## src/rtl/mem_arbiter_pkg.sv

```systemverilog
// Shared encodings and default widths for the CPU/DMA memory arbiter.
package mem_arbiter_pkg;

  localparam int unsigned ADDR_W_DFLT     = 32;
  localparam int unsigned DATA_W_DFLT     = 16;
  localparam int unsigned WBUF_DEPTH_DFLT = 2;

  typedef enum logic [1:0] {
    ARB_IDLE = 2'd0,
    ARB_BUSY = 2'd1,
    ARB_DONE = 2'd2
  } arb_state_e;

  typedef enum logic {
    OWN_CPU = 1'b0,
    OWN_DMA = 1'b1
  } owner_e;

  typedef enum logic {
    OP_READ  = 1'b0,
    OP_WRITE = 1'b1
  } op_e;

endpackage

```

## src/rtl/mem_wbuf.sv

```systemverilog
// Posted-write FIFO of {addr,data}; a push while full is accepted only
// when a pop frees a slot on the same edge.
module mem_wbuf #(
  parameter int unsigned AW    = 32,
  parameter int unsigned DW    = 16,
  parameter int unsigned DEPTH = 2
) (
  input  logic                     clk,
  input  logic                     rst,
  input  logic                     push,
  input  logic [AW-1:0]            push_addr,
  input  logic [DW-1:0]            push_data,
  input  logic                     pop,
  output logic [AW-1:0]            head_addr,
  output logic [DW-1:0]            head_data,
  output logic                     full,
  output logic                     empty,
  output logic [$clog2(DEPTH):0]   count
);

  localparam int unsigned PW = $clog2(DEPTH);
  localparam int unsigned CW = PW + 1;

  logic [AW-1:0] addr_q [DEPTH];
  logic [AW-1:0] addr_d [DEPTH];
  logic [DW-1:0] data_q [DEPTH];
  logic [DW-1:0] data_d [DEPTH];
  logic [PW-1:0] wr_ptr_q, wr_ptr_d;
  logic [PW-1:0] rd_ptr_q, rd_ptr_d;
  logic [CW-1:0] count_q, count_d;
  logic          do_push;
  logic          do_pop;

  assign full      = (count_q == CW'(DEPTH));
  assign empty     = (count_q == '0);
  assign count     = count_q;
  assign head_addr = addr_q[rd_ptr_q];
  assign head_data = data_q[rd_ptr_q];
  assign do_pop    = pop && !empty;
  assign do_push   = push && (!full || do_pop);

  always_comb begin
    addr_d   = addr_q;
    data_d   = data_q;
    wr_ptr_d = wr_ptr_q;
    rd_ptr_d = rd_ptr_q;
    if (do_push) begin
      addr_d[wr_ptr_q] = push_addr;
      data_d[wr_ptr_q] = push_data;
      wr_ptr_d         = wr_ptr_q + PW'(1);
    end
    if (do_pop) begin
      rd_ptr_d = rd_ptr_q + PW'(1);
    end
    count_d = count_q + CW'(do_push) - CW'(do_pop);
  end

  always_ff @(posedge clk) begin
    if (rst) begin
      addr_q   <= '{default: '0};
      data_q   <= '{default: '0};
      wr_ptr_q <= '0;
      rd_ptr_q <= '0;
      count_q  <= '0;
    end else begin
      addr_q   <= addr_d;
      data_q   <= data_d;
      wr_ptr_q <= wr_ptr_d;
      rd_ptr_q <= rd_ptr_d;
      count_q  <= count_d;
    end
  end

endmodule

```

## src/rtl/mem_arbiter.sv

```systemverilog
// Shares one memory port between the CPU (blocking reads, posted writes)
// and a DMA master (full handshake), round-robin on ties.
module mem_arbiter
  import mem_arbiter_pkg::*;
#(
  parameter int unsigned N          = ADDR_W_DFLT,
  parameter int unsigned M          = DATA_W_DFLT,
  parameter int unsigned WBUF_DEPTH = WBUF_DEPTH_DFLT
) (
  input  logic                         clk,
  input  logic                         rst,
  input  logic [N-1:0]                 cpuAddr,
  input  logic [M-1:0]                 cpuWrite,
  input  logic                         cpuRE,
  input  logic                         cpuWE,
  output logic [M-1:0]                 cpuRead,
  output logic                         cpuReady,
  input  logic [N-1:0]                 dmaAddr,
  input  logic [M-1:0]                 dmaWrite,
  input  logic                         dmaRE,
  input  logic                         dmaWE,
  output logic [M-1:0]                 dmaRead,
  output logic                         dmaReady,
  output logic [N-1:0]                 memAddr,
  output logic [M-1:0]                 memWrite,
  output logic                         memRE,
  output logic                         memWE,
  input  logic [M-1:0]                 memRead,
  input  logic                         memReady,
  output logic [$clog2(WBUF_DEPTH):0]  wbufCount,
  output logic                         wbufOverflow
);

  arb_state_e    state_q, state_d;
  owner_e        owner_q, owner_d;
  op_e           op_q, op_d;
  logic [N-1:0]  addr_q, addr_d;
  logic [M-1:0]  wdata_q, wdata_d;
  logic [M-1:0]  rdata_q, rdata_d;
  logic          mem_re_q, mem_re_d;
  logic          mem_we_q, mem_we_d;
  logic          cpu_ready_q, cpu_ready_d;
  logic          dma_ready_q, dma_ready_d;
  logic          ovf_q, ovf_d;

  logic          wb_pop;
  logic          wb_full;
  logic          wb_empty;
  logic [N-1:0]  wb_head_addr;
  logic [M-1:0]  wb_head_data;
  logic          cpu_cand;
  logic          dma_cand;

  mem_wbuf #(
    .AW    (N),
    .DW    (M),
    .DEPTH (WBUF_DEPTH)
  ) u_wbuf (
    .clk       (clk),
    .rst       (rst),
    .push      (cpuWE),
    .push_addr (cpuAddr),
    .push_data (cpuWrite),
    .pop       (wb_pop),
    .head_addr (wb_head_addr),
    .head_data (wb_head_data),
    .full      (wb_full),
    .empty     (wb_empty),
    .count     (wbufCount)
  );

  // A same-cycle cpuWE keeps the read behind the write it may depend on.
  assign cpu_cand = !wb_empty || (cpuRE && !cpuWE);
  assign dma_cand = dmaRE || dmaWE;

  always_comb begin
    state_d     = state_q;
    owner_d     = owner_q;
    op_d        = op_q;
    addr_d      = addr_q;
    wdata_d     = wdata_q;
    rdata_d     = rdata_q;
    mem_re_d    = mem_re_q;
    mem_we_d    = mem_we_q;
    cpu_ready_d = 1'b0;
    dma_ready_d = 1'b0;
    wb_pop      = 1'b0;

    case (state_q)
      ARB_IDLE: begin
        if (cpu_cand && (!dma_cand || owner_q == OWN_DMA)) begin
          owner_d = OWN_CPU;
          state_d = ARB_BUSY;
          if (!wb_empty) begin
            op_d     = OP_WRITE;
            addr_d   = wb_head_addr;
            wdata_d  = wb_head_data;
            mem_we_d = 1'b1;
            wb_pop   = 1'b1;
          end else begin
            op_d     = OP_READ;
            addr_d   = cpuAddr;
            mem_re_d = 1'b1;
          end
        end else if (dma_cand) begin
          owner_d = OWN_DMA;
          state_d = ARB_BUSY;
          addr_d  = dmaAddr;
          if (dmaWE) begin
            op_d     = OP_WRITE;
            wdata_d  = dmaWrite;
            mem_we_d = 1'b1;
          end else begin
            op_d     = OP_READ;
            mem_re_d = 1'b1;
          end
        end
      end
      ARB_BUSY: begin
        if (memReady) begin
          rdata_d     = memRead;
          mem_re_d    = 1'b0;
          mem_we_d    = 1'b0;
          state_d     = ARB_DONE;
          cpu_ready_d = (owner_q == OWN_CPU) && (op_q == OP_READ);
          dma_ready_d = (owner_q == OWN_DMA);
        end
      end
      ARB_DONE: begin
        state_d = ARB_IDLE;
      end
      default: begin
        state_d = ARB_IDLE;
      end
    endcase

    ovf_d = ovf_q || (cpuWE && wb_full && !wb_pop);
  end

  always_ff @(posedge clk) begin
    if (rst) begin
      state_q     <= ARB_IDLE;
      owner_q     <= OWN_DMA;
      op_q        <= OP_READ;
      addr_q      <= '0;
      wdata_q     <= '0;
      rdata_q     <= '0;
      mem_re_q    <= 1'b0;
      mem_we_q    <= 1'b0;
      cpu_ready_q <= 1'b0;
      dma_ready_q <= 1'b0;
      ovf_q       <= 1'b0;
    end else begin
      state_q     <= state_d;
      owner_q     <= owner_d;
      op_q        <= op_d;
      addr_q      <= addr_d;
      wdata_q     <= wdata_d;
      rdata_q     <= rdata_d;
      mem_re_q    <= mem_re_d;
      mem_we_q    <= mem_we_d;
      cpu_ready_q <= cpu_ready_d;
      dma_ready_q <= dma_ready_d;
      ovf_q       <= ovf_d;
    end
  end

  assign memAddr      = addr_q;
  assign memWrite     = wdata_q;
  assign memRE        = mem_re_q;
  assign memWE        = mem_we_q;
  assign cpuRead      = rdata_q;
  assign dmaRead      = rdata_q;
  assign cpuReady     = cpu_ready_q;
  assign dmaReady     = dma_ready_q;
  assign wbufOverflow = ovf_q;

endmodule

```

## config.mk

```make
export PLATFORM = sky130hd
export DESIGN_NAME = mem_arbiter
export DESIGN_NICKNAME = d
export VERILOG_FILES = /design/src/rtl/mem_arbiter_pkg.sv /design/src/rtl/mem_wbuf.sv /design/src/rtl/mem_arbiter.sv
export SDC_FILE = /design/constraint.sdc
export NUM_CORES = 1
export LEC_CHECK = 0
export BUFFER_PORTS_ARGS = -buffer_cell sky130_fd_sc_hd__buf_2
export CAP_MARGIN = 20
export CORE_AREA = 2 2 157 159
export CTS_CLUSTER_SIZE = 28
export DETAILED_ROUTE_END_ITERATION = 16
export DIE_AREA = 0 0 159 161
export GPL_TIMING_DRIVEN = 0
export PLACE_DENSITY_LB_ADDON = 0.3
export SYNTH_ARGS = -nofsm -noshare
export SYNTH_HDL_FRONTEND = slang
export SYNTH_HIERARCHICAL = 1
export SYNTH_SLANG_ARGS = --single-unit
export TNS_END_PERCENT = 5
```

## constraint.sdc

```tcl
create_clock -name clk -period 3.6 [get_ports clk]
set_clock_uncertainty 0.2 [all_clocks]
set_input_delay 0 -clock clk [delete_from_list [all_inputs] [get_ports clk]]
set_output_delay 0 -clock clk [all_outputs]
set_load 0.01 [all_outputs]
```

==> results of run 1 <==
-- power breakdown --
| part | total [mW] | internal [mW] | switching, mW |
|---|---|---|---|
| Sequential | 2.25 | 2.13 | 0.122 |
| Clock | 1.92 | 1.08 | 0.846 |
| Combinational | 1.70 | 0.746 | 0.957 |
-- per-layer routing --
layer / vias to the layer above / GRT usage (%) / wire length [um]
li1: 3793 / - / -
met1: 3580 / 26.7 / 12100
met2: 277 / 33.6 / 12200
met3: 26 / 4.13 / 1580
met4: 0 / 5.04 / 303
met5: - / 0 / 0
-- worst max-delay path, cell delays in order (launching register included) --
cell           delay [ns]
dfxtp_1              0.53
nor2_1               0.07
buf_4                0.19
nor4_1               0.80
or3b_1               0.26
nand2b_1             0.13
clkbuf_1             0.26
o21ai_0              0.21
dlygate4sd3_1        0.57
-- worst max path at each step --
stage,to,slack [ns]
2_1_floorplan,u_wbuf/count[1],1.17
3_3_place_gp,u_wbuf/data_q[22],0.73
3_5_place_dp,u_wbuf/data_q[22],0.68
4_1_cts,u_wbuf/addr_q[44],0.35
5_1_grt,u_wbuf/addr_q[44],0.01
6_report,u_wbuf/addr_q[44],0.33
-- synthesized netlist by cell type, drive strengths merged --
cell type,n
or2,2
a222oi,32
a21oi,24
ha,1
nor3,3
xor2,2
a21o,1
nor2b,52
a211o,1
nand2b,103
nor2,42
nor4,2
nand3b,1
o21ai,101
buf,55
a221oi,16
clkbuf,38
or3b,1
nand3,2
a211oi,48
nor3b,1
nor4bb,1
mux2,49
a311oi,1
mux2i,48
a2111oi,1
and2,1
dfxtp,173
nand2,52
and3,1
o21ba,1
inv,21
-- cells by family after synthesis --
family / after synthesis / synth area share, %
AO/OA/AOI/OAI: 226 / 20.0
XOR/XNOR: 2 / 0.212
adder cells (fa/ha/maj): 1 / 0.151
buffers and inverters: 114 / 7.59
flip-flops: 173 / 41.9
multiplexers: 97 / 12.5
AND/OR/NAND/NOR: 264 / 17.6
-- cell type report --
| class | instances | area [um^2] |
|---|---|---|
| Tap cell | 324 | 405 |
| Multi-Input combinational cell | 590 | 4170 |
| Clock buffer | 19 | 453 |
| Buffer | 93 | 548 |
| Timing Repair Buffer | 331 | 2290 |
| Fill cell | 2308 | 12400 |
| Clock inverter | 13 | 154 |
| Inverter | 21 | 78.8 |
| Sequential cell | 173 | 3460 |
-- metrics by stage --
step	hold WS [ns]	area [um^2]
floorplan	-0.0640	8260
global placement	0.0424	9690
detailed placement	0.0490	9690
CTS	0.0836	11600
global route	0.149	11600
finish	0.101	11600
-- sequential cells by signal (all words and copies together) (netlist names) --
signal / flops
cpuRead: 16
cpuReady: 1
dmaReady: 1
memAddr: 32
memRE: 1
memWE: 1
memWrite: 16
op_q: 1
owner_q: 1
state_q: 2
u_wbuf/addr_q: 64
u_wbuf/count: 2
u_wbuf/data_q: 32
u_wbuf/rd_ptr_q: 1
u_wbuf/wr_ptr_q: 1
wbufOverflow: 1
-- repair_timing --
item                                   in CTS  in global routing
setup buffers                               0                  0
gates resized for setup                     0                  0
endpoints found under the hold margin     170                  0
hold buffers                              127                  0
==> impl_metrics.py, run 1 <==
metrics = {
    "run_status": {
        "status": "finished clean",
    },
    "route": {
        "totalWireLength_mm": 26.1,
        "wl_per_cell_um": 16.7,
        "num_vias": 7676,
        "final_antenna_net_count": 0,
        "avgViaCountPerCell": 4.91,
        "drt_iter0_drc": 447,
        "drtPass1Iterations": 5,
        "route.detailed.drc": 0,
    },
    "floorplan": {
        "ios": 206,
        "die_area_um2": 25600,
        "std_cell_rows": 57,
        "core-area_um2": 24000,
        "start_util_pct": 34.5,
        "die_h_um": 161,
        "die_w_um": 159,
    },
    "critical_path": {
        "crit_type": "flip-flop to flip-flop",
        "r2r_start": "u_wbuf/count[0]",
        "critical_path.startpoint": "u_wbuf/count[0]",
        "rrSetupSlack_ns": 0.33,
        "worstPathRequired_ns": 3.78,
        "path_max_fanout": 10,
        "reg2reg_to": "u_wbuf/addr_q[44]",
        "critPathArrivalTime_ns": 3.45,
        "critPathCaptureType": "flip-flop",
        "worst_r2r_path_depth": 8,
        "worst_setup_path_start_kind": "flip-flop",
    },
    "clock_network": {
        "cts_sinks": 173,
        "cts_tree": "yes",
        "htreeDepth": 4,
        "cts.clk_slew.worst_paths_ns": 0.07,
        "clock_latency_ns": 0.44,
        "cts_buffer_depth": 2,
        "cts_buffers": 17,
        "cts-root-buf": "clkbuf_16",
    },
    "flow_run": {
        "cap_violations": 0,
    },
    "sta": {
        "fin_ws_ns": 0.330,
        "tightestPinTransition_ns": 0.963,
        "hold_viol_final": 0,
        "fmax_mhz": 306,
        "finalCriticalPeriod_ns": 3.27,
        "slew_headroom_pct": 35.2,
        "finalSetupViolCount": 0,
        "period_share_pct": 90.8,
        "fin_tns_setup_ns": 0,
        "drv_slew": 0,
        "rsz0062_at_grt": "false",
    },
    "synthesis": {
        "synth_fp_nets": 997,
        "synth_top_area_share_pct": 41.9,
        "synth_area_um2": 8260,
        "netlist_top_cells_area": "dfxtp_1, nand2b_1, mux2_2",
        "yosysTopAreaCell": "dfxtp_1",
        "seq_area_frac_synth_pct": 41.9,
        "avgSynthCellArea_um2": 9.42,
        "synth_warnings": 6,
        "syn-instance-count": 877,
        "synth_cell_type_count": 48,
        "ys_ff_latch": 173,
    },
    "global_routing": {
        "grt.total_usage_pct": 20.1,
        "grt_pass1_wl_mm": 41.2,
        "antenna_found_initial": 0,
        "grt_max_degree": 17,
        "grt_pass1_vias": 7702,
        "grt-ovfl-total": 0,
    },
    "placement": {
        "dp_cells": 1405,
        "hpwl_mm": 18.0,
        "io_buffer_count": 204,
        "place_ws_ns": 0.684,
        "place_congestion": 0.811,
    },
    "pwr": {
        "total_power_mw": 5.88,
        "ir_drop_mv": 0.310,
        "power.density_nw_per_um2": 508,
        "cellLeakagePower_nw": 4.86,
    },
    "hold_path": {
        "min-delay-start": "cpuRE",
        "hp-class": "primary input to flip-flop",
        "hold_path_depth": 5,
        "whs_endpoint": "owner_q",
    },
    "cells_and_area": {
        "postLayoutCoreUtil_pct": 48.3,
        "final_cell_count_no_fill": 1564,
        "final_nets": 1347,
        "final_common_cell": "buf_2",
        "drive_above_1_share_pct": 29.7,
        "n_antenna_cell": 0,
        "areaGrowthSynthToFinish_pct": 40.0,
        "final_cell_mix": "buf_2, dfxtp_1, dlygate4sd3_1",
    },
}
(Power assumes the default switching activity.)
==> inputs of run 2 (changes only) <==
- ABC_AREA: unset -> 1
- CORE_AREA: 2 2 157 159 -> 2 2 166 168
- DIE_AREA: 0 0 159 161 -> 0 0 168 170
==> impl_metrics.py, run 2 <==
metrics = {
    "route": {
        "num_vias": 10600,
        "route.detailed.drc": 0,
        "drt_iter0_drc": 707,
        "wl_per_cell_um": 14.5,
        "totalWireLength_mm": 33.1,
        "drtPass1Iterations": 6,
        "avgViaCountPerCell": 4.64,
        "final_antenna_net_count": 0,
    },
    "sta": {
        "tightestPinTransition_ns": 0.847,
        "finalSetupViolCount": 0,
        "drv_slew": 0,
        "fin_tns_setup_ns": 0,
        "fmax_mhz": 294,
        "finalCriticalPeriod_ns": 3.41,
        "fin_ws_ns": 0.194,
        "rsz0062_at_grt": "false",
        "hold_viol_final": 0,
        "period_share_pct": 94.6,
        "slew_headroom_pct": 43.6,
    },
    "synthesis": {
        "synthArstFlopShare_pct": 0,
        "avgSynthCellArea_um2": 6.02,
        "ys_ff_latch": 173,
        "synth_top_family_by_area": "simple AND/OR/NAND/NOR gates",
        "synth_compound_area_share_pct": 5.91,
        "synth_area_um2": 9260,
        "synth_top_area_share_pct": 37.4,
        "synth-simple-area-share_pct": 38.4,
        "synth_fp_nets": 1658,
        "yosys.cell_count.top_type": "nand2_1",
        "ys.flop_type": "dfxtp_1",
        "seq_area_frac_synth_pct": 37.4,
        "ys_top_cells_by_count": "nand2_1, inv_1, nor2_1",
        "syn-instance-count": 1538,
        "yosys.area_share.adder_pct": 0.135,
        "synth.area.mux_share_pct": 0,
        "netlist_top_cells_area": "dfxtp_1, nand2_1, inv_1",
        "synth-edff-count": 0,
        "yosysTopAreaCell": "dfxtp_1",
        "synth_cell_type_count": 27,
        "synth_warnings": 6,
        "synth_xor_area_share_pct": 0.189,
    },
    "clock_network": {
        "cts.clk_slew.worst_paths_ns": 0.08,
        "cts_setup_buffers": 0,
        "cts_buffers": 17,
        "cts_buffer_depth": 2,
        "cts-root-buf": "clkbuf_16",
        "clock_latency_ns": 0.44,
        "htreeDepth": 4,
        "cts_tree": "yes",
        "cts_sinks": 173,
    },
    "placement": {
        "place_congestion": 0.869,
        "hpwl_mm": 22.5,
        "io_buffer_count": 204,
        "place_ws_ns": 0.301,
    },
    "cells_and_area": {
        "postLayoutCoreUtil_pct": 48.7,
        "max_flop_register": "u_wbuf/addr_q",
        "final_common_cell": "nand2_1",
        "final_cell_mix": "nand2_1, inv_1, buf_2",
        "areaGrowthSynthToFinish_pct": 40.1,
        "largest_register_ffs": 64,
        "final_nets": 2049,
        "drive_above_1_share_pct": 16.1,
    },
    "critical_path": {
        "worstPathRequired_ns": 3.78,
        "path_max_fanout": 10,
        "critPathCaptureType": "flip-flop",
        "crit_chain": "clkbuf_1 > clkbuf_1 > buf_2 > nand2_1 > o21ai_0 > nand3_1 > nand3_1 > dlygate4sd3_1 > nor2_1 > dlygate4sd3_1 > nor2_1",
        "critPathArrivalTime_ns": 3.59,
        "worst_setup_path_start_kind": "flip-flop",
        "cp_top_family": "buffers and inverters",
        "crit_buf_inv": 5,
        "slowest_stage": "dlygate4sd3_1",
        "crit_type": "flip-flop to flip-flop",
        "cp_slowest_stage_delay_ns": 0.56,
    },
    "global_routing": {
        "grt-ovfl-total": 0,
        "antenna_found_initial": 1,
        "grt_pass1_wl_mm": 51.8,
        "grt_pass1_vias": 10052,
        "grt_max_degree": 18,
        "grt.total_usage_pct": 23.0,
    },
    "floorplan": {
        "die_w_um": 168,
        "die_h_um": 170,
        "ios": 206,
        "start_util_pct": 34.7,
        "die_area_um2": 28600,
        "core-area_um2": 26700,
        "std_cell_rows": 60,
    },
    "flow_run": {
        "cap_violations": 0,
    },
    "pwr": {
        "power.density_nw_per_um2": 510,
        "ir_drop_mv": 0.328,
        "cellLeakagePower_nw": 6.93,
        "total_power_mw": 6.61,
    },
    "hold_path": {
        "hp-class": "primary input to flip-flop",
    },
    "run_status": {
        "status": "finished clean",
    },
}
-- run 2: cell types whose count changed in the layout (fill, tap and decap cells not counted), sizes merged, moves of 48 or more --
| cell | delta |
|---|---|
| nand3 | +51 |
| nor2b | -52 |
| nand4 | +97 |
| mux2 | -49 |
| mux2i | -48 |
| nand2b | -103 |
| nor2 | +175 |
| a211oi | -48 |
| nand2 | +426 |
| inv | +273 |
-- run 2: metrics by stage --
stage	hold WS, ns	area, um^2	cells
after floorplan	-0.129	9260	1538
after global placement	0.0773	10700	2083
after detailed placement	0.0764	10700	2083
after CTS	0.145	13000	2283
after global routing	0.176	13000	2284
final	0.148	13000	2284
-- run 2: layer usage --
layer | GRT usage [%] | up-vias | share of wire (%)
met5 | 0 | - | 0
met4 | 8.09 | 0 | 2.2
met3 | 3.70 | 44 | 6.0
met2 | 39.8 | 383 | 48
met1 | 29.0 | 4788 | 44
li1 | - | 5385 | -
-- run 2: cell type report --
type / instances / area [um^2]
Fill cell: 2708 / 13700
Multi-Input combinational cell: 958 / 4130
Sequential cell: 173 / 3460
Timing Repair Buffer: 372 / 2700
Inverter: 292 / 1100
Buffer: 115 / 569
Tap cell: 341 / 427
Clock buffer: 17 / 425
Clock inverter: 15 / 151
Antenna cell: 1 / 2.50
-- run 2: worst paths after layout --
kind,slack [ns],to,start,cells past startpoint
max,0.19,memAddr[27],u_wbuf/rd_ptr_q,11
min,0.15,memWrite[3],dmaRE,8
max reg2reg,0.19,memAddr[27],u_wbuf/rd_ptr_q,11
min reg2reg,0.25,cpuReady,op_q,1
-- run 2: tightest hold or removal path, stage by stage --
cell,delay [ns]
buf_2,0.11
o21ai_4,0.11
nand2_2,0.15
inv_2,0.10
nand2_1,0.07
nand2_1,0.04
nor2_1,0.09
nor2_1,0.05
-- run 2: logic make-up (layout without fill, tap and decap cells) --
kind of cell,after synthesis,count (layout)
AND/OR/NAND/NOR,848,848
other,0,1
adder cells (fa/ha/maj),1,1
AO/OA/AOI/OAI,107,107
flip-flops,173,173
XOR/XNOR,2,2
buffers and inverters,407,811
-- run 2: timing repair --
item	in CTS	in global routing
hold buffers	168	0
endpoints found under the setup margin	0	6
endpoints found under the hold margin	171	0
gates resized for setup	0	2
-- run 2: power by group --
part / internal [mW] / switching (mW)
logic: 0.947 / 1.50
clock network: 0.979 / 0.876
registers: 2.19 / 0.124
==> inputs of run 3 (changes only) <==
- CAP_MARGIN: 20 -> unset
- clock period: 3.6 -> 2.9 ns (I/O delays scaled with it)
==> impl_metrics.py, run 3 (synthesized netlist as in run 2, its figures left out) <==
metrics = {
    "pwr": {
        "cellLeakagePower_nw": 6.88,
        "total_power_mw": 8.13,
        "ir_drop_mv": 0.406,
        "power.density_nw_per_um2": 633,
    },
    "route": {
        "drtPass1Iterations": 5,
        "avgViaCountPerCell": 4.65,
        "wl_per_cell_um": 14.5,
        "final_antenna_net_count": 0,
        "num_vias": 10557,
        "route.detailed.drc": 0,
        "totalWireLength_mm": 33.0,
        "drt_iter0_drc": 809,
    },
    "cells_and_area": {
        "final_cell_mix": "nand2_1, inv_1, buf_2",
        "final_nets": 2035,
        "seq_area_um2": 3470,
        "areaGrowthSynthToFinish_pct": 38.8,
        "design_area_um2": 12900,
        "multi_input_comb_area_um2": 4130,
        "final_common_cell": "nand2_1",
        "fillerInstances": 2727,
        "largest_register_ffs": 64,
        "max_flop_register": "u_wbuf/addr_q",
        "drive_above_1_share_pct": 16.5,
    },
    "sta": {
        "tightestPinTransition_ns": 0.864,
        "rsz0062_at_grt": "false",
        "hold_slack_ns": 0.182,
        "slew_headroom_pct": 42.4,
        "finalSetupViolCount": 0,
        "drv_slew": 0,
        "fmax_mhz": 368,
        "hold_viol_final": 0,
        "period_share_pct": 93.7,
        "fin_ws_ns": 0.183,
        "finalCriticalPeriod_ns": 2.72,
    },
    "placement": {
        "io_buffer_count": 204,
        "place_congestion": 0.869,
        "postPlaceCellArea_um2": 10700,
        "hpwl_mm": 22.5,
        "place_ws_ns": -0.399,
    },
    "critical_path": {
        "critical_path.startpoint": "u_wbuf/rd_ptr_q",
        "critPathArrivalTime_ns": 2.89,
        "r2r_start": "u_wbuf/rd_ptr_q",
        "cp-endpoint": "memAddr[3]",
        "worst_setup_path_start_kind": "flip-flop",
        "reg2reg_to": "memAddr[3]",
        "worstPathRequired_ns": 3.07,
        "path_max_fanout": 10,
        "critPathCaptureType": "flip-flop",
        "worst_r2r_path_depth": 12,
        "rrSetupSlack_ns": 0.18,
        "crit_type": "flip-flop to flip-flop",
    },
    "global_routing": {
        "grt_pass1_vias": 9896,
        "grt.total_usage_pct": 22.8,
        "grt_pass1_wl_mm": 51.2,
        "antenna_found_initial": 1,
        "grt_max_degree": 18,
        "grt-ovfl-total": 0,
    },
    "floorplan": {
        "die_area_um2": 28600,
        "ios": 206,
        "std_cell_rows": 60,
        "die_h_um": 170,
        "core-area_um2": 26700,
        "die_w_um": 168,
        "start_util_pct": 34.7,
    },
    "flow_run": {
        "cap_violations": 0,
    },
    "clock_network": {
        "cts_buffers": 17,
        "cts.clk_slew.worst_paths_ns": 0.07,
        "htreeDepth": 4,
        "cts-root-buf": "clkbuf_16",
        "clock_latency_ns": 0.44,
        "cts_tree": "yes",
        "cts_buffer_depth": 2,
        "cts_sinks": 173,
    },
    "hold_path": {
        "hp-class": "primary input to flip-flop",
        "min-delay-start": "memRead[14]",
        "hold_path_depth": 4,
    },
    "run_status": {
        "status": "finished clean",
    },
}
-- run 3: cell types whose count changed in the layout (fill, tap and decap cells not counted), sizes merged --
| cell | before | now |
|---|---|---|
| dlygate4sd3 | 168 | 153 |
| buf | 263 | 264 |
-- run 3: power breakdown --
group / switching, mW / leakage, nW / internal, mW
combinational: 1.85 / 5.17 / 1.11
clock: 1.09 / 0.278 / 1.22
sequential: 0.155 / 1.43 / 2.72
total: 3.09 / 6.88 / 5.04
-- run 3: worst min-delay path by stage --
stage	to	slack, ns
detailed placement	cpuRead[15]	0.08
global route	cpuRead[9]	0.18
finish	cpuRead[14]	0.18
floorplan	u_wbuf/count[0]	-0.13
CTS	cpuRead[14]	0.17
global placement	cpuRead[7]	0.08
-- run 3: timing repair --
action,in CTS,in global routing
hold buffers,153,0
hold endpoints to repair,171,0
gates resized for setup,6,7
buffers inserted,0,2
endpoints found under the setup margin,31,39
-- run 3: routing by layer --
metal	vias to the layer above	wire, um	global-route usage (%)
met1	4765	14400	28.8
met5	-	0	0
met3	40	2040	3.60
met4	0	622	7.30
li1	5357	-	-
met2	395	15900	39.7
-- run 3: cell type report --
| cell class | instances | share of cell area, % |
|---|---|---|
| antenna | 1 | 0.0195 |
| buffer | 114 | 4.51 |
| clock buffer | 17 | 3.31 |
| clock inverter | 15 | 1.18 |
| inverter | 292 | 8.53 |
| multi-input combinational | 958 | 32.2 |
| sequential | 173 | 27.0 |
| tap | 341 | 3.32 |
| timing repair buffer | 359 | 20.0 |
-- run 3: critical path, stage by stage, from the launching register on --
cell and delay, ns:
dfxtp_1 0.31, clkbuf_1 0.32, clkbuf_2 0.34, buf_2 0.28
nand2_1 0.07, o21ai_0 0.11, nand2_1 0.08, nand2_1 0.08
nand2_1 0.06, nand2_1 0.07, dlygate4sd3_1 0.55, nor2_1 0.04
nor2_1 0.13
-- run 3: per-stage QoR --
step                util, %  std cells  setup TNS [ns]
global placement       40.2       2083          -0.410
global route           48.2       2270               0
finish                 48.2       2270               0
floorplan                 -       1538               0
detailed placement     40.2       2083          -0.837
CTS                    48.1       2267               0
